<file path="config.mk">
export PLATFORM = sky130hd
export DESIGN_NAME = score_hit_gen_flat
export DESIGN_NICKNAME = d
export VERILOG_FILES = /design/src/rtl/score_pkg.sv /design/src/rtl/score_hit_gen_if.sv /design/src/rtl/score_hit_gen.sv /design/src/flat_wrapper.sv
export SDC_FILE = /design/constraint.sdc
export NUM_CORES = 1
export LEC_CHECK = 0
export CAP_MARGIN = 20
export CORE_MARGIN = 3
export CORE_UTILIZATION = 45
export DETAILED_ROUTE_END_ITERATION = 7
export PLACE_DENSITY = 0.66
export SLEW_MARGIN = 15
export SYNTH_ARGS = -nofsm -noshare
export SYNTH_HDL_FRONTEND = slang
export SYNTH_SLANG_ARGS = --single-unit
</file>
<file path="constraint.sdc">
create_clock -name clk -period 5.44 [get_ports clk]
set_input_delay 1.36 -clock clk [delete_from_list [all_inputs] [get_ports clk]]
set_output_delay 1.36 -clock clk [all_outputs]
set_load 0.05 [all_outputs]
</file>
<file path="src/rtl/score_pkg.sv">
// Shared constants, state encoding and points lookup for the score hit generator.
package score_pkg;

    // Combo bonus saturates here.
    localparam logic [1:0] COMBO_MAX = 2'd3;

    // Points per lines cleared, indexed by line count 0..4.
    localparam logic [4:0][3:0] PTS_LUT = {4'd8, 4'd5, 4'd3, 4'd1, 4'd0};

    typedef enum logic [1:0] {
        IDLE,
        EMIT,
        GAP,
        CLR
    } score_st_t;

    // Base points for a lock; anything above four lines scores as four.
    function automatic logic [3:0] pts_of(input logic [2:0] lines);
        logic [2:0] idx;
        idx = (lines > 3'd4) ? 3'd4 : lines;
        return PTS_LUT[idx];
    endfunction

endpackage

</file>
<file path="src/rtl/score_hit_gen_if.sv">
// Playfield-side event bus and counter-side pulse outputs of the score hit generator.
interface score_hit_gen_if;

    logic       clr_valid;
    logic [2:0] clr_lines;
    logic       game_over;
    logic       restart;
    logic       hit;
    logic       score_clr;
    logic       busy;

    modport master (
        output clr_valid, clr_lines, game_over, restart,
        input  hit, score_clr, busy
    );

    modport slave (
        input  clr_valid, clr_lines, game_over, restart,
        output hit, score_clr, busy
    );

endinterface

</file>
<file path="src/rtl/score_hit_gen.sv">
// Turns line-clear events into a paced train of one-cycle hit pulses, one per point,
// with a combo bonus, a saturating pending-points accumulator and a restart clear.
module score_hit_gen
    import score_pkg::*;
#(
    parameter int HIT_GAP = 2,
    parameter int PEND_W  = 6
) (
    input  logic            clk,
    input  logic            rst_n,
    score_hit_gen_if.slave  bus
);

    localparam int                GW       = $clog2(HIT_GAP);
    localparam int                SW       = PEND_W + 4;
    localparam logic [GW-1:0]     GAP_LAST = GW'(HIT_GAP - 2);
    localparam logic [PEND_W-1:0] PEND_SAT = '1;

    score_st_t         r_state;
    logic [PEND_W-1:0] r_pend;
    logic [1:0]        r_combo;
    logic [GW-1:0]     r_gap_cnt;
    logic              r_hit;
    logic              r_clr;

    logic              w_accept;
    logic              w_pend_nz;
    logic              w_gap_done;
    logic              w_emit;
    logic [3:0]        w_add;
    logic [1:0]        w_combo_next;
    logic [SW-1:0]     w_sum;
    logic [PEND_W-1:0] w_pend_next;

    // Points added by this cycle's event, point consumed by this cycle's hit, and the
    // saturated accumulator value; both add and emit are honoured in the same cycle.
    always_comb begin
        w_accept     = bus.clr_valid && !bus.game_over && !bus.restart;
        w_pend_nz    = (r_pend != '0);
        w_gap_done   = (r_gap_cnt == GAP_LAST);
        w_emit       = w_pend_nz && ((r_state == IDLE) || ((r_state == GAP) && w_gap_done));
        w_add        = '0;
        w_combo_next = r_combo;
        if (w_accept) begin
            if (bus.clr_lines != '0) begin
                w_add        = pts_of(bus.clr_lines) + {2'b00, r_combo};
                w_combo_next = (r_combo == COMBO_MAX) ? COMBO_MAX : r_combo + 2'd1;
            end else begin
                w_combo_next = '0;
            end
        end
        w_sum       = SW'(r_pend) + SW'(w_add) - SW'(w_emit);
        w_pend_next = (w_sum > SW'(PEND_SAT)) ? PEND_SAT : w_sum[PEND_W-1:0];
    end

    // Pulse-train FSM with registered hit/score_clr; restart overrides every state.
    always_ff @(posedge clk or negedge rst_n) begin
        if (!rst_n) begin
            r_state   <= IDLE;
            r_pend    <= '0;
            r_combo   <= '0;
            r_gap_cnt <= '0;
            r_hit     <= 1'b0;
            r_clr     <= 1'b0;
        end else if (bus.restart) begin
            r_state   <= CLR;
            r_pend    <= '0;
            r_combo   <= '0;
            r_gap_cnt <= '0;
            r_hit     <= 1'b0;
            r_clr     <= 1'b1;
        end else begin
            r_pend  <= w_pend_next;
            r_combo <= w_combo_next;
            r_hit   <= 1'b0;
            r_clr   <= 1'b0;
            case (r_state)
                IDLE: begin
                    if (w_emit) begin
                        r_state <= EMIT;
                        r_hit   <= 1'b1;
                    end
                end
                EMIT: begin
                    r_state   <= GAP;
                    r_gap_cnt <= '0;
                end
                GAP: begin
                    if (w_gap_done) begin
                        if (w_emit) begin
                            r_state <= EMIT;
                            r_hit   <= 1'b1;
                        end else begin
                            r_state <= IDLE;
                        end
                    end else begin
                        r_gap_cnt <= r_gap_cnt + GW'(1);
                    end
                end
                CLR: begin
                    r_state <= IDLE;
                end
                default: begin
                    r_state <= IDLE;
                end
            endcase
        end
    end

    assign bus.hit       = r_hit;
    assign bus.score_clr = r_clr;
    assign bus.busy      = w_pend_nz || r_hit;

endmodule
</file>
<file path="src/flat_wrapper.sv">
// flat-port wrapper written by rule: the top's interface ports become plain ports
module score_hit_gen_flat import score_pkg::*;
#(
    parameter int HIT_GAP = 2,
    parameter int PEND_W  = 6
)
  (clk, rst_n, bus_clr_valid, bus_clr_lines, bus_game_over, bus_restart, bus_hit, bus_score_clr, bus_busy);
  score_hit_gen_if bus_i ();
  input  logic clk;
  input  logic rst_n;
  input wire logic [$bits(bus_i.clr_valid)-1:0] bus_clr_valid;
  input wire logic [$bits(bus_i.clr_lines)-1:0] bus_clr_lines;
  input wire logic [$bits(bus_i.game_over)-1:0] bus_game_over;
  input wire logic [$bits(bus_i.restart)-1:0] bus_restart;
  output wire logic [$bits(bus_i.hit)-1:0] bus_hit;
  output wire logic [$bits(bus_i.score_clr)-1:0] bus_score_clr;
  output wire logic [$bits(bus_i.busy)-1:0] bus_busy;
  assign bus_i.clr_valid = bus_clr_valid;
  assign bus_i.clr_lines = bus_clr_lines;
  assign bus_i.game_over = bus_game_over;
  assign bus_i.restart = bus_restart;
  assign bus_hit = bus_i.hit;
  assign bus_score_clr = bus_i.score_clr;
  assign bus_busy = bus_i.busy;
  score_hit_gen #(.HIT_GAP(HIT_GAP), .PEND_W(PEND_W)) u_core (.clk(clk), .rst_n(rst_n), .bus(bus_i));
endmodule
</file>
Word level (Yosys, flattened, before mapping)
Memories as Yosys holds them, arrays and structs flattened. Cells that the tools add are included.

Flip-flop bits (word level): 13. Bits in read-only memories: 32. Logic and storage cells: 59. Output and inout bits: 3. Memories: 1.

Memory list: (name not given) (words 8, bits a word 4, rd ports 1, clocked after Yosys merged registers in 0, write ports 0, RTL line score_pkg.sv:21) `return PTS_LUT[idx];`.

Bitwise gates (word level): 1. Magnitude comparators: 3. Equality and inequality tests: 6. Reduce and logical (&&, ||, !) cells: 14. Mux-type cells: 23. Add/sub/neg operators: 5.

Operator list (number): 2-bit two-way mux (7); 4-bit two-way mux (3); 6-bit two-way mux (2); 10-bit by 6-bit greater-than comparator with 1-bit output (second input constant) (1); 10-bit by 1-bit subtractor with 10-bit output (1); 2-bit case mux with 4 select lines (1); 6-bit by 4-bit adder with 7-bit output (1); 1-bit two-way mux (7); 2-bit == test (second input constant) (3); 3-bit nonzero test (2); 6-bit nonzero test (1); 4-bit by 2-bit adder with 4-bit output (1); 1-bit logical AND (4); 3-bit by 4-bit less-than comparator with 1-bit output (second input constant) (1); 1-bit case mux with 2 select lines (2); 3-bit greater-than comparator (second input constant) (1); 3-bit two-way mux (1); 3-bit by 2-bit inequality test with 1-bit output (second input constant) (1); 3-bit inequality test (second input constant) (1); 2-bit by 1-bit adder with 2-bit output (second input constant) (1); 2-bit by 1-bit == test with 1-bit output (second input constant) (1); 1-bit logical NOT (2); 2-bit logical NOT (1); 1-bit logical OR (2); 4 further kinds (4).

Longest topological paths before layout
Gate-level depths: netlist of the first run.

Depth in word-level cells: 12. Depth in mapped cells: 13. Mapped depth without buffers: 13.

Worst setup path before layout of the first run
OpenSTA, ideal clock, no wires.

Path kind: input port to flip-flop. From: input bus_game_over. To: register u_core.r_pend[5]. Stages on the path: 11. Arrival time: 4.153 ns. Path buffers: 0. Slack: 1.156 ns. Cells stage by stage: nor4b_1 and2_1 ha_1 inv_1 fa_1 ha_1 or2b_1 a2111oi_4 nor3_4 a311oi_2 a221oi_2.

Cells in the longest elaborated chain, start to end: 9.

Ends and longest elaborated chain: from (decl) (RTL line flat_wrapper.sv:13) `input wire logic [$bits(bus_i.game_over)-1:0] bus_game_over;`; 1-bit logical NOT (*) (RTL line score_hit_gen.sv:38) `w_accept = bus.clr_valid && !bus.game_over && !bus.restart;`; 1-bit logical AND (*) (2 in series) (RTL line score_hit_gen.sv:38); 4-bit two-way mux (*) (RTL line score_hit_gen.sv:44) `if (w_accept) begin`; 6-bit by 4-bit adder with 7-bit output (*) (RTL line score_hit_gen.sv:52) `w_sum = SW'(r_pend) + SW'(w_add) - SW'(w_emit);`; 10-bit by 1-bit subtractor with 10-bit output (*) (RTL line score_hit_gen.sv:52); 10-bit by 6-bit greater-than comparator with 1-bit output (RTL line score_hit_gen.sv:53) `w_pend_next = (w_sum > SW'(PEND_SAT)) ? PEND_SAT : w_sum[PEND_W-1:0];`; 6-bit two-way mux (*) (RTL line score_hit_gen.sv:53); 6-bit two-way mux (*) (RTL line score_hit_gen.sv:65) `end else if (bus.restart) begin`; to (signal assigned) (RTL line score_hit_gen.sv:73) `r_pend <= w_pend_next;`; to (decl) (RTL line score_hit_gen.sv:20) `logic [PEND_W-1:0] r_pend;`.

Mark *: on every way between the ends. The rest lies on a longest branch, timed or not. A chain may end at the register's enable or synchronous reset.

Worst setup path in the final report of the first run
From: input bus_clr_lines[0]. To: register u_core.r_pend[5].

Cells in the longest elaborated chain, start to end: 12. Elaborated cells between the ends (all ways): 13. Classes of those cells: 3 x add/sub; 2 x order compare; 6 x mux; 1 x reduce/logical; 1 x memory.

Ends and longest elaborated chain: from (decl) (RTL line flat_wrapper.sv:12) `input wire logic [$bits(bus_i.clr_lines)-1:0] bus_clr_lines;`; 3-bit greater-than comparator (RTL line score_pkg.sv:20) `idx = (lines > 3'd4) ? 3'd4 : lines;`; 3-bit two-way mux (RTL line score_pkg.sv:20); memory 8 x 4 bit; 4-bit two-way mux (not written as such) (RTL line score_pkg.sv:21); 4-bit by 2-bit adder with 4-bit output (RTL line score_hit_gen.sv:46) `w_add = pts_of(bus.clr_lines) + {2'b00, r_combo};`; 4-bit two-way mux (*) (RTL line score_hit_gen.sv:45) `if (bus.clr_lines != '0) begin`; 4-bit two-way mux (*) (RTL line score_hit_gen.sv:44); 6-bit by 4-bit adder with 7-bit output (*) (RTL line score_hit_gen.sv:52); 10-bit by 1-bit subtractor with 10-bit output (*) (RTL line score_hit_gen.sv:52); 10-bit by 6-bit greater-than comparator with 1-bit output (RTL line score_hit_gen.sv:53); 6-bit two-way mux (*) (RTL line score_hit_gen.sv:53); 6-bit two-way mux (*) (RTL line score_hit_gen.sv:65).

Mark *: on every way between the ends. The rest lies on a longest branch, timed or not. The select of a mux whose other input is x is not followed.

==> results.ini, run 1 <==
[status]
status=complete, no violations

[setup_path]
critPathRequiredTime_ns=5.60
r2r_cells=10
end_kind=register
worstSetupPathType=in2reg
r2r-start=u_core.r_combo[0]
reg2reg_to=u_core.r_pend[5]
cp.arrival_ns=4.84
startpoint_type=input pin
path_max_fanout=6
r2r_setup_slack_ns=2.11

[power_and_ir_drop]
max-vdd-ir-drop_uv=238
power_density_nw_per_um2=379
clkPwrFrac_pct=12.7
p_int_uw=251
seqPwrFrac_pct=27.3
combPwrFrac_pct=60.1
p_leak_nw=0.502
p_switching_uw=209
switching_share_pct=45.4

[clock_network]
h-tree-depth=1
cts_hold_buf=0
ctsResizeCount=0
cts_setup_buffers=0
max-clock-path-buffers=2
cts.clk_slew.worst_paths_ns=0.07
cts_sinks=11
cts_tree=built
clk_latency_ns=0.28
cts-buffers-inserted=3
cts-root-buf=clkbuf_4

[floorplanning]
fp.dieH_um=54.8
fp.dieArea_um2=3000
floorplan.initialDensity_pct=47.9
rows=17
die_w_um=54.8
pin_count=11
coreArea_um2=2230

[sta]
drv_slew=0
hold_viol=0
tightestPinTransition_ns=0.499
clock.fmax_ghz=0.214
tns_ns=0
fin_worst_skew_ns=0.00609
setup_viol_count_final=0
rsz0062_at_grt=false
slew_headroom_pct=66.6
period_share_pct=86.0
finalCriticalPeriod_ns=4.68

[synthesis]
yosys_warnings=0
netlist_area_um2=1070
async_flop_share_pct=100
synth_nets=123
yosys.area.top_type_share_pct=25.7
synth_top_flop_cell=dfrtp_1
synth_seq_cells=11
synth_area_leaders=dfrtp_1, ha_1, fa_1, xnor2_1, nand2_1
synth_edf_count=0
synthCells=105
synth_area_per_cell_um2=10.2
synth_commonest_cells=dfrtp_1, nand2_1, ha_1, nor2_1, inv_1
yosys.area.top_type=dfrtp_1
ys_seq_area_share_pct=25.7
yosysUniqueCellTypes=46
synth_most_common_cell=dfrtp_1

[finish]
final_cells=146
area_growth_pct=13.3
fin_nets=137
drive_gt1_share_pct=19.5
num_antenna_cells=0

[route]
wire_per_inst_um=14.6
drc=0
wl_mm=2.13
dr.first_iter.drc_count=13
dr.pass1.iters=4
vias=823
avgViaCountPerCell=5.64
ant_nets=0

[grt]
grt_use_total_pct=16.9
antenna_found_initial=0
grt-ovfl-total=0
grt_pass1_wl_mm=3.48
grt_pass1_vias=762
grt_max_degree=12

[hold_path]
hold_depth=2
hold_start=u_core.r_state[0]
min_to=u_core.bus.hit
hp-class=reg2reg

[placement]
hpwl_mm=1.71
dp.cells=142
gp_congestion=0.772
portBuffers=10

[run]
cap_violations=0

-- routing by layer --
metal / wire length (um) / global-route usage (%) / vias to the layer above
li1: - / - / 407
met1: 978 / 21.5 / 396
met2: 1050 / 27.0 / 15
met3: 58 / 2.72 / 5
met4: 48 / 9.13 / 0
met5: 0 / 0 / -
-- cells by family after synthesis --
kind of cell / Yosys count / synth area share [%]
adders and majority gates: 10 / 13.1
and+or+nand+nor: 40 / 21.1
buffers and inverters: 10 / 5.61
AOI/OAI and AO/OA: 24 / 22.0
xor gates and xnor gates: 9 / 11.2
muxes: 1 / 1.29
DFF: 11 / 25.7
-- cell usage in the layout (no fill, tap or decap), types with 4 or more instances in the layout --
cell	count
a21oi_1	4
dfrtp_1	11
inv_1	6
xnor2_1	4
ha_1	8
nor2_1	8
nand2_1	9
clkdlybuf4s50_1	10
-- critical path: stages --
cell,delay [ns]
clkdlybuf4s50_1,0.48
nor2_1,0.14
nor2_1,0.05
ha_1,0.23
fa_1,0.50
nand2_1,0.09
fa_1,0.56
ha_1,0.29
or2b_1,0.29
a2111oi_4,0.37
nor3_4,0.11
a311oi_2,0.28
a221oi_2,0.10
-- how the worst max path moves through the flow --
stage | start | to | depth (start not counted)
after floorplan | bus_game_over | u_core.r_pend[5] | 11
after global placement | bus_clr_lines[0] | u_core.r_pend[5] | 13
after detailed placement | bus_clr_lines[0] | u_core.r_pend[5] | 13
after CTS | bus_clr_lines[0] | u_core.r_pend[5] | 13
after global routing | bus_clr_lines[0] | u_core.r_pend[5] | 13
final | bus_clr_lines[0] | u_core.r_pend[5] | 13
-- registers in the layout, summed over array words and instances (netlist names) --
name	cells
u_core.bus.hit	1
u_core.r_state	1
u_core.r_combo	2
u_core.bus.score_clr	1
u_core.r_pend	6
-- per-stage QoR --
stage | power [mW] | hold WS, ns | setup slack, ns | utilization (%) | area [um^2]
4_1_cts | 0.463 | 0.544 | 0.760 | 54.3 | 1210
6_report | 0.460 | 0.541 | 0.761 | 54.3 | 1210
5_1_grt | 0.494 | 0.575 | 0.612 | 54.3 | 1210
3_3_place_gp | 0.395 | 0.530 | 0.576 | 53.1 | 1190
2_1_floorplan | 0.345 | 0.506 | 1.16 | - | 1070
3_5_place_dp | 0.403 | 0.534 | 0.467 | 53.1 | 1190
-- cell type report --
type / instances / area (um^2)
Clock buffer: 4 / 26.3
Timing Repair Buffer: 12 / 115
Fill cell: 208 / 1020
Sequential cell: 11 / 275
Tap cell: 28 / 35.0
Inverter: 7 / 26.3
Multi-Input combinational cell: 84 / 734
-- power by group through the flow --
stage / combinational, mW / sequential [mW] / clock (mW)
final: 0.276 / 0.125 / 0.0582
after global routing: 0.300 / 0.129 / 0.0656
after CTS: 0.277 / 0.126 / 0.0602
after detailed placement: 0.276 / 0.127 / 0
after global placement: 0.267 / 0.128 / 0
after floorplan: 0.215 / 0.130 / 0
No activity file was read; power rests on OpenSTA's default activity.
==> run 2, diff against run 1 <==
--- a/config.mk
+++ b/config.mk
@@ -9,6 +9,7 @@
 export CORE_MARGIN = 3
 export CORE_UTILIZATION = 45
 export DETAILED_ROUTE_END_ITERATION = 7
+export HOLD_SLACK_MARGIN = 0.05
 export PLACE_DENSITY = 0.66
 export SLEW_MARGIN = 15
 export SYNTH_ARGS = -nofsm -noshare
==> results of run 2 <==
The final DEF is identical to that of run 1; final timing and power are the same.
==> run 3, diff against run 2 <==
--- a/config.mk
+++ b/config.mk
@@ -9,6 +9,7 @@
 export CORE_MARGIN = 3
 export CORE_UTILIZATION = 45
 export DETAILED_ROUTE_END_ITERATION = 7
+export GPL_ROUTABILITY_DRIVEN = 0
 export HOLD_SLACK_MARGIN = 0.05
 export PLACE_DENSITY = 0.66
 export SLEW_MARGIN = 15
==> results of run 3 <==
The final DEF is identical to that of run 1; final timing and power are the same.
